[config.mk]
export PLATFORM = sky130hd
export DESIGN_NAME = dsp19x2_mac_seq
export DESIGN_NICKNAME = d
export VERILOG_FILES = /design/src/rtl/dsp19x2_seq_pkg.sv /design/src/rtl/dsp19x2_seq_res_fifo.sv /design/src/rtl/dsp19x2_mac_seq.sv
export SDC_FILE = /design/constraint.sdc
export NUM_CORES = 1
export LEC_CHECK = 0
export BUFFER_PORTS_ARGS = -buffer_cell sky130_fd_sc_hd__buf_2
export CORE_ASPECT_RATIO = 1.75
export CORE_MARGIN = 3
export CORE_UTILIZATION = 53
export DETAILED_ROUTE_END_ITERATION = 7
export PLACE_DENSITY_LB_ADDON = 0.08
export SLEW_MARGIN = 5
export SYNTH_ARGS = -nofsm -noshare
export SYNTH_HDL_FRONTEND = slang
export SYNTH_SLANG_ARGS = --single-unit
[constraint.sdc]
create_clock -name CLK -period 3 [get_ports CLK]
set_clock_uncertainty 0.15 [all_clocks]
set_input_delay 0.3 -clock CLK [delete_from_list [all_inputs] [get_ports CLK]]
set_output_delay 0.3 -clock CLK [all_outputs]
set_load 0.1 [all_outputs]
[src/rtl/dsp19x2_seq_pkg.sv]
// Shared widths, FSM encoding and DSP19X2 control constants for the MAC sequencer.
package dsp19x2_seq_pkg;

  localparam int unsigned A_W   = 10;
  localparam int unsigned B_W   = 9;
  localparam int unsigned Z_W   = 19;
  localparam int unsigned RES_W = 2 * Z_W;

  // DSP19X2 feedback select for plain multiply-accumulate.
  localparam logic [2:0] FEEDBACK_MAC = 3'b000;

  typedef enum logic {
    IDLE  = 1'b0,
    ACCUM = 1'b1
  } seq_state_e;

  typedef struct packed {
    logic [Z_W-1:0] z1;
    logic [Z_W-1:0] z2;
  } res_t;

endpackage

[src/rtl/dsp19x2_seq_res_fifo.sv]
// Synchronous result FIFO with combinational head read and occupancy count.
module dsp19x2_seq_res_fifo
  import dsp19x2_seq_pkg::*;
#(
  parameter int unsigned DEPTH = 4,
  parameter int unsigned WIDTH = RES_W
) (
  input  logic                     clk_i,
  input  logic                     rst_ni,
  input  logic                     push_i,
  input  logic [WIDTH-1:0]         wdata_i,
  input  logic                     pop_i,
  output logic [WIDTH-1:0]         rdata_o,
  output logic                     empty_o,
  output logic [$clog2(DEPTH):0]   count_o
);

  localparam int unsigned PTR_W = $clog2(DEPTH);
  localparam int unsigned CNT_W = PTR_W + 1;
  localparam logic [CNT_W-1:0] FULL_CNT = CNT_W'(DEPTH);

  logic [WIDTH-1:0] mem_q [DEPTH];
  logic [PTR_W-1:0] wptr_q;
  logic [PTR_W-1:0] rptr_q;
  logic [CNT_W-1:0] cnt_q;
  logic [CNT_W-1:0] cnt_d;
  logic             do_push;
  logic             do_pop;

  assign do_pop  = pop_i && (cnt_q != '0);
  // A push into a full buffer is accepted only when the head leaves on the same edge.
  assign do_push = push_i && ((cnt_q != FULL_CNT) || do_pop);

  always_comb begin
    cnt_d = cnt_q;
    case ({do_push, do_pop})
      2'b10:   cnt_d = cnt_q + 1'b1;
      2'b01:   cnt_d = cnt_q - 1'b1;
      default: cnt_d = cnt_q;
    endcase
  end

  always_ff @(posedge clk_i) begin
    if (!rst_ni) begin
      wptr_q <= '0;
      rptr_q <= '0;
      cnt_q  <= '0;
    end else begin
      if (do_push) wptr_q <= wptr_q + 1'b1;
      if (do_pop)  rptr_q <= rptr_q + 1'b1;
      cnt_q <= cnt_d;
    end
  end

  always_ff @(posedge clk_i) begin
    if (do_push) mem_q[wptr_q] <= wdata_i;
  end

  assign rdata_o = mem_q[rptr_q];
  assign empty_o = (cnt_q == '0);
  assign count_o = cnt_q;

endmodule

[src/rtl/dsp19x2_mac_seq.sv]
// Operand sequencer for a DSP19X2 in MULTIPLY_ACCUMULATE mode with a credit-guarded result FIFO.
// Define DSP19X2_SEQ_STATS_EN to enable the frame_count pop counter.
module dsp19x2_mac_seq
  import dsp19x2_seq_pkg::*;
#(
  parameter int unsigned TAPS        = 4,
  parameter int unsigned DSP_LATENCY = 1,
  parameter int unsigned FIFO_DEPTH  = 4
) (
  input  logic           CLK,
  input  logic           RESET,
  input  logic           in_valid,
  output logic           in_ready,
  input  logic [A_W-1:0] in_a1,
  input  logic [B_W-1:0] in_b1,
  input  logic [A_W-1:0] in_a2,
  input  logic [B_W-1:0] in_b2,
  output logic [A_W-1:0] A1,
  output logic [B_W-1:0] B1,
  output logic [A_W-1:0] A2,
  output logic [B_W-1:0] B2,
  output logic           LOAD_ACC,
  output logic [2:0]     FEEDBACK,
  input  logic [Z_W-1:0] Z1,
  input  logic [Z_W-1:0] Z2,
  output logic           res_valid,
  input  logic           res_ready,
  output logic [Z_W-1:0] res_z1,
  output logic [Z_W-1:0] res_z2,
  output logic [15:0]    frame_count
);

  localparam int unsigned TAP_W = (TAPS > 1) ? $clog2(TAPS) : 1;
  localparam int unsigned CNT_W = $clog2(FIFO_DEPTH) + 1;
  localparam logic [TAP_W-1:0] LAST_TAP   = TAP_W'(TAPS - 1);
  localparam logic [CNT_W:0]   CREDIT_MAX = (CNT_W + 1)'(FIFO_DEPTH);

  seq_state_e             state_q;
  logic [TAP_W-1:0]       tap_q;
  logic [A_W-1:0]         a1_q;
  logic [B_W-1:0]         b1_q;
  logic [A_W-1:0]         a2_q;
  logic [B_W-1:0]         b2_q;
  logic                   load_q;
  logic                   last_q;
  logic [DSP_LATENCY-1:0] flag_q;
  logic [CNT_W-1:0]       inflight_q;
  logic [CNT_W-1:0]       inflight_d;
  logic [CNT_W-1:0]       occ;
  logic [CNT_W:0]         credit;
  logic                   xfer;
  logic                   is_last;
  logic                   capture;
  logic                   pop;
  logic                   empty;
  res_t                   head;

  assign xfer    = in_valid && in_ready;
  assign is_last = (tap_q == LAST_TAP);
  assign credit  = {1'b0, occ} + {1'b0, inflight_q};
  // A frame may only start if its result slot is guaranteed; once started it never stalls.
  assign in_ready = RESET && ((state_q == ACCUM) || (credit < CREDIT_MAX));

  always_ff @(posedge CLK) begin
    if (!RESET) begin
      state_q <= IDLE;
      tap_q   <= '0;
      a1_q    <= '0;
      b1_q    <= '0;
      a2_q    <= '0;
      b2_q    <= '0;
      load_q  <= 1'b0;
      last_q  <= 1'b0;
    end else begin
      a1_q   <= xfer ? in_a1 : '0;
      b1_q   <= xfer ? in_b1 : '0;
      a2_q   <= xfer ? in_a2 : '0;
      b2_q   <= xfer ? in_b2 : '0;
      load_q <= xfer && (tap_q == '0);
      last_q <= xfer && is_last;
      if (xfer) begin
        // With TAPS==1 tap 0 is also the last tap, so IDLE loops back onto itself.
        tap_q   <= is_last ? '0 : tap_q + 1'b1;
        state_q <= is_last ? IDLE : ACCUM;
      end
    end
  end

  always_ff @(posedge CLK) begin
    if (!RESET) begin
      flag_q <= '0;
    end else begin
      flag_q <= DSP_LATENCY'({flag_q, last_q});
    end
  end

  assign capture = flag_q[DSP_LATENCY-1];

  always_comb begin
    inflight_d = inflight_q;
    case ({xfer && is_last, capture})
      2'b10:   inflight_d = inflight_q + 1'b1;
      2'b01:   inflight_d = inflight_q - 1'b1;
      default: inflight_d = inflight_q;
    endcase
  end

  always_ff @(posedge CLK) begin
    if (!RESET) begin
      inflight_q <= '0;
    end else begin
      inflight_q <= inflight_d;
    end
  end

  dsp19x2_seq_res_fifo #(
    .DEPTH (FIFO_DEPTH),
    .WIDTH (RES_W)
  ) u_res_fifo (
    .clk_i   (CLK),
    .rst_ni  (RESET),
    .push_i  (capture),
    .wdata_i ({Z1, Z2}),
    .pop_i   (pop),
    .rdata_o (head),
    .empty_o (empty),
    .count_o (occ)
  );

  assign pop       = res_valid && res_ready;
  assign res_valid = !empty;
  assign res_z1    = head.z1;
  assign res_z2    = head.z2;

  assign A1       = a1_q;
  assign B1       = b1_q;
  assign A2       = a2_q;
  assign B2       = b2_q;
  assign LOAD_ACC = load_q;
  assign FEEDBACK = FEEDBACK_MAC;

`ifdef DSP19X2_SEQ_STATS_EN
  logic [15:0] frame_cnt_q;

  always_ff @(posedge CLK) begin
    if (!RESET) begin
      frame_cnt_q <= '0;
    end else if (pop) begin
      frame_cnt_q <= frame_cnt_q + 1'b1;
    end
  end

  assign frame_count = frame_cnt_q;
`else
  assign frame_count = '0;
`endif

endmodule

==> results by group <==
CTS
  • Clk_lat worst skew: 0.47 ns
  • Sink Count: 208
  • Clock Tree Root: clkbuf_16
  • CTS tree: built
  • H-tree depth: 1
  • Clk pin slew, worst setup/hold paths: 0.06 ns
  • Clk buf depth: 3
  • CTS Buf Count: 19
  • Post-CTS setup buffer count: 0

Place
  • Port buffer count: 158
  • Dpl hpwl: 9285 um
  • Final GP Congestion: 0.7551
  • Cell Area, Placed: 0.008584 mm^2

Timing
  • Fin Setup TNS: 0 ns
  • FMAX: 350.1 MHz
  • # setup viols final: 0
  • Count of pins over their slew limit: 0
  • Final hold slack: 0.03189 ns
  • Final Hold Fails: 0
  • Fin crit share: 95.22%
  • Rel. slew slack: 31.71%
  • RSZ-0062 raised after global routing: no
  • Slew @ Worst Pin: 1.024 ns
  • Minimum clock period: 2.856 ns

Final layout
  • FF/Latch Area: 0.005688 mm^2
  • Layout cells sized above 1: 40.70%
  • Multi-input logic area: 0.001758 mm^2
  • Final standard cell area without fillers: 0.009920 mm^2
  • Antenna diodes: 0
  • P&R area growth vs syn: 29.46%
  • Nets: 741
  • Fill cell count: 910

Synth
  • Ys async rst share: 0%
  • Largest area contributor in the netlist: edfxtp_1
  • Syn avg cell area: 18.78 um^2
  • Top-count cell post-synth: edfxtp_1
  • Area share of the largest cell type after synthesis: 59.57%
  • Sequential area share after synthesis: 74.20%
  • Warnings from Yosys: 0
  • EDFF count, synth: 152
  • Post-Synthesis Cell Area: 0.007662 mm^2
  • Synth Instances: 408
  • Area contributors post-synth: edfxtp_1 (60%), dfxtp_1 (15%), mux4_2 (11%), and3_2 (3.0%), buf_4 (2.1%)
  • Synth cell count leaders: edfxtp_1 (152), dfxtp_1 (56), mux4_2 (38)
  • Ys flop type: edfxtp_1
  • FF+latch count, synth: 208
  • Synth unique cells: 33

Power and ir drop
  • Gate power share: 9.7%
  • Cell area power density: 594.1 mW/mm^2
  • Switching power: 1.382 mW
  • Leak pwr: 3.845 nW
  • Power share of the sequential group: 53.0%
  • Int Pwr: 4.511 mW
  • Clock share of power: 37.3%
  • Switching portion of total power: 23.45%
  • VDD IR-drop max: 0.4831 mV

Global routing
  • Grt met1 use: 21.30%
  • First-pass GRT wire length: 24,110 um
  • GRT Total Usage: 19.17%
  • Vias in the first global route: 4,599
  • Grt total ovfl: 0
  • Met3 Use GR: 4.834%
  • Largest net degree at the start of global routing: 42
  • Antenna violations before repair: 0
  • Layer with the highest usage: met2
  • GR Layer Usage met2: 35.85%

Die
  • I/O pins: 178
  • Std cell rows: 57
  • Core area: 0.01405 mm^2
  • Starting density of the core: 54.54%
  • DIE AREA: 0.01599 mm^2
  • Chip Width: 96.89 um
  • Chip height: 165.1 um

Routing
  • Routed WL per cell: 18.26 um
  • Final WL: 15,310 um
  • 1st-pass router iterations: 4
  • DRC: 0
  • Drt first-iter violations: 202
  • Via count: 4,313
  • Post-DRT Antenna Nets: 0
  • Vias/cell: 5.147

Critical path
  • R2R depth: 10
  • Register-to-register setup slack: 0.49 ns
  • Reg2reg end: inflight_q[2]$_SDFFE_PN0P_
  • Arrival @ worst endpoint: 2.41 ns
  • Crit path max fanout: 41
  • Worst endpoint required time: 2.55 ns
  • CP Capture Type: output port
  • Setup Crit Path Kind: reg2out
  • Worst Setup Start Kind: register
  • Worst reg2reg path startpoint: u_res_fifo.count_o[1]$_SDFFE_PN0P_

Outcome
  • Status: finished, final reports clean

Min path
  • Hold path depth: 3
  • Hold_sp: in_valid
  • Hold EP: state_q$_SDFFE_PN0P_
  • Tightest Hold Check Type: in2reg

Run
  • Max-Cap Viols: 0
==> metrics by stage <==
stage	power, mW	std cells	utilization (%)	setup slack, ns
2_1_floorplan	3.574	426	-	0.4433
3_3_place_gp	3.662	728	61.10	0.6052
3_5_place_dp	3.672	728	61.10	0.5004
4_1_cts	5.950	838	70.60	0.1537
5_1_grt	6.100	838	70.60	0.003375
6_report	5.894	838	70.60	0.1435
==> layout make-up <==
class / instances / area share [%]
flip-flops and latches: 208 / 57.34
multi-input cells: 166 / 17.72
repair buffers: 239 / 16.45
clock buffers: 26 / 5.159
well taps: 177 / 2.233
inverters: 15 / 0.5676
clock inverters: 7 / 0.5298
==> cells in the final DEF (no fill, tap or decap), drive strengths merged <==
master	synthesis	routed
a21oi	6	6
and2	2	2
and3	46	46
buf	26	162
bufinv	0	1
clkbuf	11	26
clkinv	0	4
conb	1	19
dfxtp	56	56
dlygate4sd3	0	77
edfxtp	152	152
fa	2	2
ha	10	10
inv	15	17
mux2i	2	2
mux4	38	38
nand2	6	6
nand3	3	3
nor2	10	10
nor4b	1	1
o21ai	6	6
o311ai	1	1
o31a	1	1
o41ai	1	1
or3	4	4
or4b	2	2
xnor2	1	1
xor2	5	5
==> routing by layer <==
layer	up-vias	part of all wire, %
li1	2015	-
met1	2125	36
met2	148	55
met3	25	6.8
met4	0	2.1
met5	-	0
==> flip-flops by register name (all words and copies together) (netlist names), 2 cells and up, named ones only <==
signal              count
B2                      9
B1                      9
inflight_q              3
A1                     10
u_res_fifo.count_o      3
u_res_fifo.wptr_q       2
A2                     10
u_res_fifo.rptr_q       2
tap_q                   2
u_res_fifo.mem_q      152
==> repair_timing <==
action | 4_1_cts | 5_1_grt
hold buffers | 77 | 0
resized for setup | 0 | 0
endpoints found under the hold margin | 192 | 0
==> worst max-delay path, stage by stage, from the launching register on <==
cell and delay [ns]:
dfxtp_1 0.45, ha_1 0.28, and3_4 0.20, o41ai_4 0.22, buf_4 0.35, and2_1 0.24, buf_12 0.19
==> power by group through the flow <==
stage / registers [mW] / logic [mW] / clock network (mW)
after global routing: 3.12 / 0.598 / 2.38
after detailed placement: 3.18 / 0.488 / 0
after floorplan: 3.35 / 0.228 / 0
final: 3.12 / 0.571 / 2.20
after CTS: 3.12 / 0.568 / 2.26
after global placement: 3.18 / 0.479 / 0
==> worst max path at each step <==
stage	start	slack, ns	endpoint
6_report	u_res_fifo.count_o[1]$_SDFFE_PN0P_	0.14	in_ready
5_1_grt	u_res_fifo.count_o[1]$_SDFFE_PN0P_	0.003	in_ready
4_1_cts	u_res_fifo.count_o[1]$_SDFFE_PN0P_	0.15	in_ready
3_5_place_dp	u_res_fifo.count_o[1]$_SDFFE_PN0P_	0.50	inflight_q[2]$_SDFFE_PN0P_
3_3_place_gp	u_res_fifo.count_o[1]$_SDFFE_PN0P_	0.61	inflight_q[2]$_SDFFE_PN0P_
2_1_floorplan	u_res_fifo.count_o[1]$_SDFFE_PN0P_	0.44	in_ready
==> cell families (layout without fill, tap and decap cells) <==
logic type,count (synthesis),after routing,synth area share [%]
XOR/XNOR,6,6,0.6858
multiplexers,40,40,11.43
other,1,19,0.04894
AO/OA/AOI/OAI,15,15,1.437
flip-flops,208,208,74.20
AND/OR/NAND/NOR,74,74,6.238
adder cells (fa/ha/maj),12,12,2.155
buffers and inverters,52,287,3.805
No activity file was read; power rests on OpenSTA's default activity.
